[config.mk]
export PLATFORM = sky130hd
export DESIGN_NAME = redraw_scheduler_flat
export DESIGN_NICKNAME = d
export VERILOG_FILES = /design/src/rtl/redraw_scheduler_if.sv /design/src/rtl/redraw_scheduler.sv /design/src/flat_wrapper.sv
export SDC_FILE = /design/constraint.sdc
export NUM_CORES = 1
export LEC_CHECK = 0
export CELL_PAD_IN_SITES_DETAIL_PLACEMENT = 1
export CELL_PAD_IN_SITES_GLOBAL_PLACEMENT = 2
export CORE_UTILIZATION = 33
export DETAILED_ROUTE_END_ITERATION = 7
export PLACE_DENSITY = 0.86
export REMOVE_ABC_BUFFERS = 1
export SLEW_MARGIN = 5
export SYNTH_ARGS = -nofsm -noshare
export SYNTH_HDL_FRONTEND = slang
export SYNTH_SLANG_ARGS = --single-unit
export TNS_END_PERCENT = 50
[constraint.sdc]
create_clock -name iClock -period 2 [get_ports iClock]
set_input_delay 0.5 -clock iClock [delete_from_list [all_inputs] [get_ports iClock]]
set_output_delay 0.5 -clock iClock [all_outputs]
set_load 0.005 [all_outputs]
[src/rtl/redraw_scheduler_if.sv]
// Game-side / drawer-side signal bundle for the redraw scheduler.
// The master drives game state and drawer completion; the slave is the scheduler.
interface redraw_scheduler_if;
  logic [2:0] iState;
  logic       iForce;
  logic       iDrawDone;
  logic [2:0] oFrameSel;
  logic       oDrawStart;
  logic       oDrawEnable;
  logic       oBusy;
  logic       oPending;
  logic       oTimeout;
  logic [7:0] oFrameCount;

  modport master (
    output iState, iForce, iDrawDone,
    input  oFrameSel, oDrawStart, oDrawEnable, oBusy, oPending, oTimeout, oFrameCount
  );

  modport slave (
    input  iState, iForce, iDrawDone,
    output oFrameSel, oDrawStart, oDrawEnable, oBusy, oPending, oTimeout, oFrameCount
  );
endinterface

[src/rtl/redraw_scheduler.sv]
// Schedules one full-frame redraw per game-state change (or forced redraw),
// keeping only the newest request and never preempting a running draw.
module redraw_scheduler #(
  parameter int DRAW_TIMEOUT = 20000,
  parameter int GAP_CYCLES   = 2
) (
  input  logic                iClock,
  input  logic                iResetn,
  redraw_scheduler_if.slave   bus
);

  localparam logic [1:0] ST_IDLE  = 2'd0;
  localparam logic [1:0] ST_START = 2'd1;
  localparam logic [1:0] ST_DRAW  = 2'd2;
  localparam logic [1:0] ST_GAP   = 2'd3;

  localparam int              GW         = $clog2(GAP_CYCLES + 1);
  localparam logic [GW-1:0]   GAP_LAST   = GW'(GAP_CYCLES - 1);
  localparam logic [GW-1:0]   GAP_ONE    = GW'(1);
  localparam logic [14:0]     TIMER_LAST = 15'(DRAW_TIMEOUT - 1);
  localparam logic [2:0]      INVALID_ST = 3'd7;

  logic [1:0]    state_q, state_d;
  logic [2:0]    s_state_q, s_state_d;
  logic          pend_valid_q, pend_valid_d;
  logic [2:0]    pend_frame_q, pend_frame_d;
  logic [2:0]    frame_sel_q, frame_sel_d;
  logic [14:0]   timer_q, timer_d;
  logic [GW-1:0] gap_cnt_q, gap_cnt_d;
  logic          timeout_q, timeout_d;
  logic [7:0]    frame_count_q, frame_count_d;

  logic       state_valid;
  logic       req;
  logic [2:0] req_frame;

  always_comb begin
    // NOTE: every variable gets a default first so no path can infer a latch.
    state_d       = state_q;
    s_state_d     = s_state_q;
    pend_valid_d  = pend_valid_q;
    pend_frame_d  = pend_frame_q;
    frame_sel_d   = frame_sel_q;
    timer_d       = timer_q;
    gap_cnt_d     = gap_cnt_q;
    timeout_d     = timeout_q;
    frame_count_d = frame_count_q;

    // State 7 is ignored for tracking, but a force still redraws the last valid state.
    state_valid = (bus.iState != INVALID_ST);
    req         = (state_valid && (bus.iState != s_state_q)) || bus.iForce;
    req_frame   = state_valid ? bus.iState : s_state_q;

    if (state_valid) s_state_d = bus.iState;

    if (req) begin
      pend_valid_d = 1'b1;
      pend_frame_d = req_frame;
    end

    case (state_q)
      ST_IDLE: begin
        if (pend_valid_q) begin
          state_d     = ST_START;
          frame_sel_d = pend_frame_q;
          // A request landing on the consuming edge must survive.
          if (!req) pend_valid_d = 1'b0;
        end
      end
      ST_START: begin
        state_d = ST_DRAW;
        timer_d = '0;
      end
      ST_DRAW: begin
        if (bus.iDrawDone) begin
          state_d       = ST_GAP;
          gap_cnt_d     = '0;
          timer_d       = '0;
          frame_count_d = frame_count_q + 8'd1;
        end else if (timer_q == TIMER_LAST) begin
          state_d   = ST_GAP;
          gap_cnt_d = '0;
          timer_d   = '0;
          timeout_d = 1'b1;
        end else begin
          timer_d = timer_q + 15'd1;
        end
      end
      default: begin
        if (gap_cnt_q == GAP_LAST) state_d = ST_IDLE;
        else                       gap_cnt_d = gap_cnt_q + GAP_ONE;
      end
    endcase
  end

  // Reset leaves frame 0 queued so the Start screen appears without a request.
  always_ff @(posedge iClock) begin
    // NOTE: sequential state uses non-blocking assignments only.
    if (!iResetn) begin
      state_q       <= ST_IDLE;
      s_state_q     <= 3'd0;
      pend_valid_q  <= 1'b1;
      pend_frame_q  <= 3'd0;
      frame_sel_q   <= 3'd0;
      timer_q       <= '0;
      gap_cnt_q     <= '0;
      timeout_q     <= 1'b0;
      frame_count_q <= 8'd0;
    end else begin
      state_q       <= state_d;
      s_state_q     <= s_state_d;
      pend_valid_q  <= pend_valid_d;
      pend_frame_q  <= pend_frame_d;
      frame_sel_q   <= frame_sel_d;
      timer_q       <= timer_d;
      gap_cnt_q     <= gap_cnt_d;
      timeout_q     <= timeout_d;
      frame_count_q <= frame_count_d;
    end
  end

  assign bus.oFrameSel   = frame_sel_q;
  assign bus.oDrawStart  = (state_q == ST_START);
  assign bus.oDrawEnable = (state_q == ST_DRAW);
  assign bus.oBusy       = (state_q != ST_IDLE);
  assign bus.oPending    = pend_valid_q;
  assign bus.oTimeout    = timeout_q;
  assign bus.oFrameCount = frame_count_q;

endmodule

[src/flat_wrapper.sv]
// flat-port wrapper written by rule: the top's interface ports become plain ports
module redraw_scheduler_flat 
#(
  parameter int DRAW_TIMEOUT = 20000,
  parameter int GAP_CYCLES   = 2
)
  (iClock, iResetn, bus_iState, bus_iForce, bus_iDrawDone, bus_oFrameSel, bus_oDrawStart, bus_oDrawEnable, bus_oBusy, bus_oPending, bus_oTimeout, bus_oFrameCount);
  redraw_scheduler_if bus_i ();
  input  logic iClock;
  input  logic iResetn;
  input wire logic [$bits(bus_i.iState)-1:0] bus_iState;
  input wire logic [$bits(bus_i.iForce)-1:0] bus_iForce;
  input wire logic [$bits(bus_i.iDrawDone)-1:0] bus_iDrawDone;
  output wire logic [$bits(bus_i.oFrameSel)-1:0] bus_oFrameSel;
  output wire logic [$bits(bus_i.oDrawStart)-1:0] bus_oDrawStart;
  output wire logic [$bits(bus_i.oDrawEnable)-1:0] bus_oDrawEnable;
  output wire logic [$bits(bus_i.oBusy)-1:0] bus_oBusy;
  output wire logic [$bits(bus_i.oPending)-1:0] bus_oPending;
  output wire logic [$bits(bus_i.oTimeout)-1:0] bus_oTimeout;
  output wire logic [$bits(bus_i.oFrameCount)-1:0] bus_oFrameCount;
  assign bus_i.iState = bus_iState;
  assign bus_i.iForce = bus_iForce;
  assign bus_i.iDrawDone = bus_iDrawDone;
  assign bus_oFrameSel = bus_i.oFrameSel;
  assign bus_oDrawStart = bus_i.oDrawStart;
  assign bus_oDrawEnable = bus_i.oDrawEnable;
  assign bus_oBusy = bus_i.oBusy;
  assign bus_oPending = bus_i.oPending;
  assign bus_oTimeout = bus_i.oTimeout;
  assign bus_oFrameCount = bus_i.oFrameCount;
  redraw_scheduler #(.DRAW_TIMEOUT(DRAW_TIMEOUT), .GAP_CYCLES(GAP_CYCLES)) u_core (.iClock(iClock), .iResetn(iResetn), .bus(bus_i));
endmodule
== After elaboration in Yosys (flattened, before gate mapping) ==
Cells that the tools add are included.

* Add/sub/neg operators: 3
* Equality and inequality tests: 9
* Mux-type cells: 17
* Bitwise logic cells: 2
* Reduce and logical (&&, ||, !) cells: 12

{| class="wikitable"
|+ Operator list
! operator !! count
|-
| 15-bit two-way mux || 2
|-
| 15-bit case mux with 2 select lines || 1
|-
| 15-bit by 1-bit adder with 15-bit output, second input constant || 1
|-
| 15-bit == test, second input constant || 1
|-
| 2-bit two-way mux || 7
|-
| 3-bit AND reduction || 3
|-
| 8-bit by 1-bit adder with 8-bit output, second input constant || 1
|-
| 2-bit case mux with 3 select lines || 1
|-
| 2-bit by 1-bit == test with 1-bit output, second input constant || 2
|-
| 1-bit two-way mux || 4
|-
| 2-bit case mux with 2 select lines || 1
|-
| 2-bit AND reduction || 2
|-
| 2-bit nonzero test || 2
|-
| 4-bit nonzero test || 1
|-
| 3-bit two-way mux || 1
|-
| 3-bit by 2-bit != test with 1-bit output, second input constant || 1
|-
| 3-bit != test || 1
|-
| 3-bit != test, second input constant || 1
|-
| 2-bit by 1-bit adder with 2-bit output, second input constant || 1
|-
| 2-bit == test, second input constant || 1
|-
| 2-bit zero test || 1
|-
| 2-bit by 1-bit != test with 1-bit output, second input constant || 1
|-
| 2-bit != test, second input constant || 1
|-
| 1-bit inverter || 2
|-
| 3 further kinds || 3
|}

* Flip-flop bits (word level): 38
* Input port bits: 7
* Output and inout bits: 16

== Depth between registers and ports, before layout ==
Gate-level depths: netlist of the first run.

* Depth in word-level cells: 7
* Mapped depth: 8
* Depth with buffers taken out: 7

== Least setup slack after synthesis of the first run ==
Ideal clock, no wire load.

* Path kind: input port to flip-flop
* Start point: in bus_iState[2]
* End point: reg u_core.pend_frame_q[0]
* Arrival time: 1681 ps
* Required time: 1879 ps
* Setup slack: 198 ps
* Cell stages on the path: 6
* Path buffers: 1
* Cell sequence: buf_2 -> xor2_1 -> or4_1 -> o31ai_1 -> a32oi_1 -> mux2_2

* Word-level cells in the longest chain between the ends: 3

{| class="wikitable"
|+ RTL lines
! item !! RTL line !! text
|-
| start, declared || flat_wrapper.sv:11 || <nowiki>input wire logic [$bits(bus_i.iState)-1:0] bus_iState;</nowiki>
|-
| 3-bit != test (on tied branches) || redraw_scheduler.sv:50, redraw_scheduler.sv:51 ||
|-
| 1-bit logical AND || redraw_scheduler.sv:51 || <nowiki>req = (state_valid && (bus.iState != s_state_q)) || bus.iForce;</nowiki>
|-
| 1-bit logical OR || redraw_scheduler.sv:51 ||
|-
| end signal, assigned || redraw_scheduler.sv:113 || <nowiki>pend_frame_q <= pend_frame_d;</nowiki>
|-
| end, declared || redraw_scheduler.sv:26 || <nowiki>logic [2:0] pend_frame_q, pend_frame_d;</nowiki>
|}

Parallel ways exist; a longest one is shown, timed or not.
A chain may end at the register's enable or synchronous reset.

== Worst setup path in the final report of the first run ==
* Start point: reg u_core.state_q[1]
* End point: out bus_oDrawStart

* Word-level cells in the longest chain between the ends: 1

{| class="wikitable"
|+ RTL lines
! item !! RTL line !! text
|-
| start, declared || redraw_scheduler.sv:23 || <nowiki>logic [1:0] state_q, state_d;</nowiki>
|-
| start signal, assigned || redraw_scheduler.sv:110 || <nowiki>state_q <= state_d;</nowiki>
|-
| 2-bit by 1-bit == test with 1-bit output || redraw_scheduler.sv:123 || <nowiki>assign bus.oDrawStart = (state_q == ST_START);</nowiki>
|-
| end, declared || flat_wrapper.sv:15 || <nowiki>output wire logic [$bits(bus_i.oDrawStart)-1:0] bus_oDrawStart;</nowiki>
|}

No other way between the ends.

==> results of run 1 <==
tightest hold or removal path, stage by stage, from the launching register on:
cell     delay [ps]
dfxtp_1         310
nand2_1          50
a21oi_1          50
state kept, by name, summed over array words and instances, names as in the netlist:
name                    cells
u_core.state_q              2
u_core.bus.oPending         1
u_core.bus.oFrameSel        3
u_core.s_state_q            3
u_core.timer_q             15
u_core.bus.oTimeout         1
u_core.bus.oFrameCount      8
u_core.gap_cnt_q            2
u_core.pend_frame_q         3
layout by cell type (no fill, tap or decap), types with 2 or more instances in the layout:
cell             instances
nor2_1                  34
inv_1                    8
and3_1                   3
mux2_2                   3
dlymetal6s2s_1           2
a31oi_1                  3
ha_1                     5
nor4_1                   3
nor3_1                   3
nand4_1                  7
dfxtp_1                 36
clkbuf_8                 6
dfxtp_2                  2
nand2_1                 18
buf_4                   14
inv_2                    2
nand3_1                 11
and2_1                   3
xor2_1                  16
or4_1                    2
clkdlybuf4s50_1         20
xnor2_1                  5
a21oi_1                 14
or3_1                    2
per-layer routing:
metal	vias up	share of wire, %	global-route usage (%)
met3	6	2.3	3.97
li1	776	-	-
met5	-	0	0
met2	23	48	25.4
met1	728	48	20.3
met4	0	1.6	4.94
synthesized netlist by cell type, types with 2 or more instances:
master    n  area [sq um]
nor2_1   34           128
xnor2_1   5          43.8
nand4_1   7          43.8
xor2_1   16           140
nand3_1  11          55.1
dfxtp_1  38           761
nor4_1    3          18.8
nand2_2   2          12.5
or4_1     2          15.0
mux2_2    3          33.8
or3_1     2          12.5
and2_1    3          18.8
a21oi_1  14          70.1
ha_1      7          87.6
inv_1    10          37.5
nand2_1  18          67.6
nor3_1    3          15.0
a31oi_1   3          18.8
and3_1    3          18.8
timing repair:
item / in CTS / in global routing
pin swaps: 0 / 1
setup endpoints to repair: 5 / 25
resized for setup: 6 / 5
setup buffers: 0 / 1
kinds of logic after synthesis:
| logic type | Yosys count | synth area share (%) |
|---|---|---|
| flops | 38 | 42.8 |
| buf+inv | 15 | 4.22 |
| compound gates | 27 | 10.5 |
| mux | 4 | 2.46 |
| xor+xnor | 21 | 10.4 |
| fa+ha+maj | 7 | 4.93 |
| simple gates | 92 | 24.7 |
through the flow:
step	setup TNS (ps)	std cells	util (%)	total power, mW	hold WS [ps]
2_1_floorplan	0	200	-	1.19	439
3_3_place_gp	-1180	305	41.8	1.42	445
3_5_place_dp	-1260	305	41.8	1.43	449
4_1_cts	0	312	44.3	2.11	459
5_1_grt	-4.42	313	44.8	2.25	494
6_report	0	313	44.8	2.11	457
power by group through the flow:
| stage | registers [mW] | clock network [mW] | logic (mW) |
|---|---|---|---|
| 2_1_floorplan | 0.863 | 0 | 0.330 |
| 3_3_place_gp | 0.868 | 0 | 0.554 |
| 3_5_place_dp | 0.869 | 0 | 0.562 |
| 4_1_cts | 0.855 | 0.678 | 0.575 |
| 5_1_grt | 0.863 | 0.719 | 0.670 |
| 6_report | 0.855 | 0.660 | 0.593 |
final timing paths:
check,depth (start not counted),to,from
max,3,bus_oDrawStart,u_core.state_q[1]$_SDFFE_PN0P_
min,2,u_core.bus.oFrameSel[0]$_SDFFE_PN0P_,u_core.bus.oFrameSel[0]$_SDFFE_PN0P_
max reg2reg,6,u_core.state_q[1]$_SDFFE_PN0P_,u_core.timer_q[6]$_SDFFE_PN0N_
min reg2reg,2,u_core.bus.oFrameSel[0]$_SDFFE_PN0P_,u_core.bus.oFrameSel[0]$_SDFFE_PN0P_
final cells by class:
class | count | area share, %
inverter | 11 | 1.79
tap | 70 | 3.80
clock buffer | 6 | 3.59
sequential | 38 | 33.1
timing repair buffer | 36 | 14.3
multi-input combinational | 151 | 42.0
clock inverter | 1 | 1.30
==> flow_metrics.env, run 1 <==
export IMPL_criticalPathCategory="register to output port"
export IMPL_drt_iter0_drc=23
export IMPL_cp_cell_sequence="inv_1 > ha_1 > clkdlybuf4s50_1"
export IMPL_initial_core_util_pct=34.6
export IMPL_max_cap_viol_count=0
export IMPL_antenna_found_initial=0
export IMPL_grt_pass1_vias=1459
export IMPL_yosys_warnings=0
export IMPL_gp_congestion=0.772
export IMPL_cts_hold_fix_buffers=0
export IMPL_fill_cells=640
export IMPL_swShare_pct=29.5
export IMPL_grt_pass1_wl_um=6650
export IMPL_synth_seq_cells=38
export IMPL_multi_input_comb_area_sq_um=968
export IMPL_path_delay_family="buffers and inverters"
export IMPL_regArea_sq_um=763
export IMPL_p_seq_share_pct=40.5
export IMPL_path_max_fanout=3
export IMPL_drive_above_1_share_pct=15.2
export IMPL_status="finished, final reports clean"
export IMPL_clock_latency_ps=290
export IMPL_synth_cell_area_sq_um=1780
export IMPL_ant_nets=0
export IMPL_drc_errors=0
export IMPL_nNetsFinal=257
export IMPL_design_area_sq_um=2300
export IMPL_io_buffer_count=22
export IMPL_max_freq_mhz=517
export IMPL_placed_area_sq_um=2150
export IMPL_clockBufferDepth=2
export IMPL_p_switching_uw=621
export IMPL_numClockSinks=38
export IMPL_antenna_cells=0
export IMPL_die_x_um=75.4
export IMPL_clkPwrFrac_pct=31.3
export IMPL_slew_violations=0
export IMPL_ys_seq_area_share_pct=42.8
export IMPL_required_ps=1500
export IMPL_dr_pass1_iters=4
export IMPL_htreeDepth=2
export IMPL_hold_viol=0
export IMPL_timing_final_crit_share_pct=96.8
export IMPL_power_internal_mw=1.49
export IMPL_cpMaxStageDelayCell="clkdlybuf4s50_1"
export IMPL_vias=1533
export IMPL_max_vdd_ir_drop_mv=0.659
export IMPL_ys_types=39
export IMPL_pwr_share_comb_pct=28.1
export IMPL_worstSetupEndpointType="output port"
export IMPL_setup_violations=0
export IMPL_cp_slowest_stage_delay_ps=510
export IMPL_synth_cells=204
export IMPL_p_leak_nw=0.880
export IMPL_viasPerCell=4.90
export IMPL_powerDensity_nw_per_um2=915
export IMPL_layout_setup_ws_ps=64.4
export IMPL_grt_ovfl_total=0
export IMPL_gr_usage_all_layers_pct=15.6
export IMPL_grt_start_max_net_pins=18
export IMPL_rows=26
export IMPL_min_delay_path_class="register to register"
export IMPL_cts_buffers=5
export IMPL_fp_dieH_um=75.4
export IMPL_io_pins=23
export IMPL_ys_async_sr_fraction_pct=0
export IMPL_path_clk_slew_ps=70
export IMPL_r2r_slack_ps=130
export IMPL_arrival_ps=1440
export IMPL_cts_tree="built"
export IMPL_dpl_worst_slack_ps=-327
export IMPL_cts_root_buf="clkbuf_8"
export IMPL_design_core_area_sq_um=5140
export IMPL_synthToLayoutAreaGrowth_pct=29.6
export IMPL_postRouteWirelength_um=4090
export IMPL_skew_ps=6.92
export IMPL_die_area_sq_um=5680
export IMPL_cp_start_kind="register"
export IMPL_relSlewSlack_pct=75.7
export IMPL_hpwl_um=2990
export IMPL_cp_buffers_inverters=2
export IMPL_synth_ff_type="dfxtp_1"
export IMPL_synth_edf_count=0
export IMPL_wire_per_inst_um=13.1
export IMPL_avgSynthCellArea_sq_um=8.71
export IMPL_fin_crit_ps=1940
export IMPL_max_slew_worst_pin_slew_ps=364
Power figures use the tool's default switching activity.
==> run 2, diff against run 1 <==
CORE_UTILIZATION = 28   (was 33)
MAX_ROUTING_LAYER = met4   (was unset)
PLACE_DENSITY = 0.76   (was 0.86)
==> flow_metrics.env, run 2 (same netlist as run 1, synthesis figures left out) <==
export IMPL_setup_violations=0
export IMPL_drive_above_1_share_pct=15.6
export IMPL_clkPwrFrac_pct=26.6
export IMPL_htreeDepth=2
export IMPL_placed_area_sq_um=2180
export IMPL_gp_congestion=0.736
export IMPL_powerDensity_nw_per_um2=850
export IMPL_cts_hold_fix_buffers=0
export IMPL_status="finished, final reports clean"
export IMPL_vias=1499
export IMPL_gr_usage_all_layers_pct=14.2
export IMPL_max_slew_worst_pin_slew_ps=344
export IMPL_required_ps=1500
export IMPL_r2r_slack_ps=130
export IMPL_grt_setup_unrepaired="yes"
export IMPL_die_area_sq_um=6670
export IMPL_post_cts_setup_buffers=0
export IMPL_io_buffer_count=22
export IMPL_layout_setup_ws_ps=53.5
export IMPL_synthToLayoutAreaGrowth_pct=28.8
export IMPL_numClockSinks=38
export IMPL_p_seq_share_pct=44.2
export IMPL_largest_register_ffs=15
export IMPL_r2r_start="u_core.state_q[1]$_SDFFE_PN0P_"
export IMPL_r2r_end="u_core.timer_q[14]$_SDFFE_PN0N_"
export IMPL_rows=28
export IMPL_timing_final_crit_share_pct=97.3
export IMPL_rr_worst_depth=7
export IMPL_cts_root_buf="clkbuf_8"
export IMPL_top_layer="met4"
export IMPL_fin_crit_ps=1950
export IMPL_fill_cells=732
export IMPL_antenna_cells=0
export IMPL_drc_errors=0
export IMPL_wl_met3_um=71
export IMPL_drt_iter0_drc=59
export IMPL_max_freq_mhz=514
export IMPL_cts_buffers=5
export IMPL_hpwl_um=3030
export IMPL_swShare_pct=31.0
export IMPL_clock_latency_ps=280
export IMPL_criticalPathCategory="register to output port"
export IMPL_design_core_area_sq_um=6030
export IMPL_p_switching_uw=603
export IMPL_final_common_cell="dfxtp_1"
export IMPL_max_cap_viol_count=0
export IMPL_initial_core_util_pct=29.5
export IMPL_regArea_sq_um=763
export IMPL_ant_nets=0
export IMPL_fp_dieH_um=81.7
export IMPL_worstSetupEndpointType="output port"
export IMPL_grt_pass1_wl_um=6990
export IMPL_cts_tree="built"
export IMPL_hold_start="u_core.bus.oFrameSel[2]$_SDFFE_PN0P_"
export IMPL_arrival_ps=1450
export IMPL_regMostFlops="u_core.timer_q"
export IMPL_design_area_sq_um=2290
export IMPL_multi_input_comb_area_sq_um=970
export IMPL_cp_start_kind="register"
export IMPL_clockBufferDepth=2
export IMPL_dpl_worst_slack_ps=-384
export IMPL_slew_violations=0
export IMPL_skew_ps=2.49
export IMPL_min_to="u_core.bus.oFrameSel[2]$_SDFFE_PN0P_"
export IMPL_path_clk_slew_ps=70
export IMPL_antenna_found_initial=0
export IMPL_pwr_share_comb_pct=29.3
export IMPL_path_max_fanout=3
export IMPL_met1_length_um=1970
export IMPL_wl_met2_um=1920
export IMPL_min_delay_path_class="register to register"
export IMPL_grt_pass1_vias=1510
export IMPL_relSlewSlack_pct=76.9
export IMPL_max_vdd_ir_drop_mv=0.464
export IMPL_nNetsFinal=259
export IMPL_fin_tns_setup_ps=0
export IMPL_hold_depth=2
export IMPL_io_pins=23
export IMPL_dr_pass1_iters=4
export IMPL_die_x_um=81.7
export IMPL_wire_per_inst_um=12.6
export IMPL_hold_viol=0
export IMPL_layout_common_cells="36 x dfxtp_1, 34 x nor2_1, 20 x clkdlybuf4s50_1"
export IMPL_viasPerCell=4.70
export IMPL_p_leak_nw=0.856
export IMPL_grt_start_max_net_pins=18
export IMPL_grt_ovfl_total=0
export IMPL_power_internal_mw=1.34
export IMPL_postRouteWirelength_um=4020
[run 2: how the worst max path moves through the flow]
stage / start / endpoint / cells past startpoint
6_report: u_core.state_q[1]$_SDFFE_PN0P_ / bus_oDrawStart / 3
2_1_floorplan: u_core.state_q[0]$_SDFFE_PN0P_ / u_core.timer_q[14]$_SDFFE_PN0N_ / 7
3_5_place_dp: bus_iState[2] / u_core.pend_frame_q[0]$_SDFFE_PN0P_ / 6
5_1_grt: u_core.state_q[1]$_SDFFE_PN0P_ / bus_oDrawStart / 3
3_3_place_gp: bus_iState[2] / u_core.pend_frame_q[2]$_SDFFE_PN0P_ / 6
4_1_cts: u_core.state_q[0]$_SDFFE_PN0P_ / bus_oDrawEnable / 3
[run 2: per-layer routing]
metal | vias up | track usage (%)
met5 | - | -
met4 | 0 | 6.32
met3 | 8 | 3.00
met2 | 11 | 22.5
met1 | 704 | 17.2
li1 | 776 | -
[run 2: worst max-delay path: stages, from the launching register on]
cell and delay [ps]:
dfxtp_2 350, inv_1 100, ha_1 200, clkdlybuf4s50_1 520
[run 2: cell type report]
class | count | area share (%)
Multi-Input combinational cell | 151 | 42.4
Sequential cell | 38 | 33.4
Timing Repair Buffer | 38 | 14.8
Tap cell | 75 | 4.10
Clock buffer | 6 | 3.61
Inverter | 11 | 1.80
[run 2: repair_timing]
item / 4_1_cts / 5_1_grt
gates cloned: 0 / 0
pin swaps: 0 / 1
resized for setup: 8 / 2
setup endpoints to repair: 6 / 4
[run 2: per-stage QoR]
stage	utilization (%)	hold WS, ps	instances	total power [mW]
after CTS	37.7	461	319	1.99
after floorplan	-	439	200	1.19
after detailed placement	36.1	451	313	1.44
after global routing	38.0	479	319	2.09
final	38.0	457	319	1.95
after global placement	36.1	447	313	1.43
[run 2: power groups by stage]
stage	clock network [mW]	registers [mW]	logic, mW
after floorplan	0	0.863	0.330
after global placement	0	0.870	0.560
after CTS	0.553	0.859	0.577
final	0.517	0.859	0.569
after detailed placement	0	0.874	0.567
after global routing	0.586	0.866	0.640
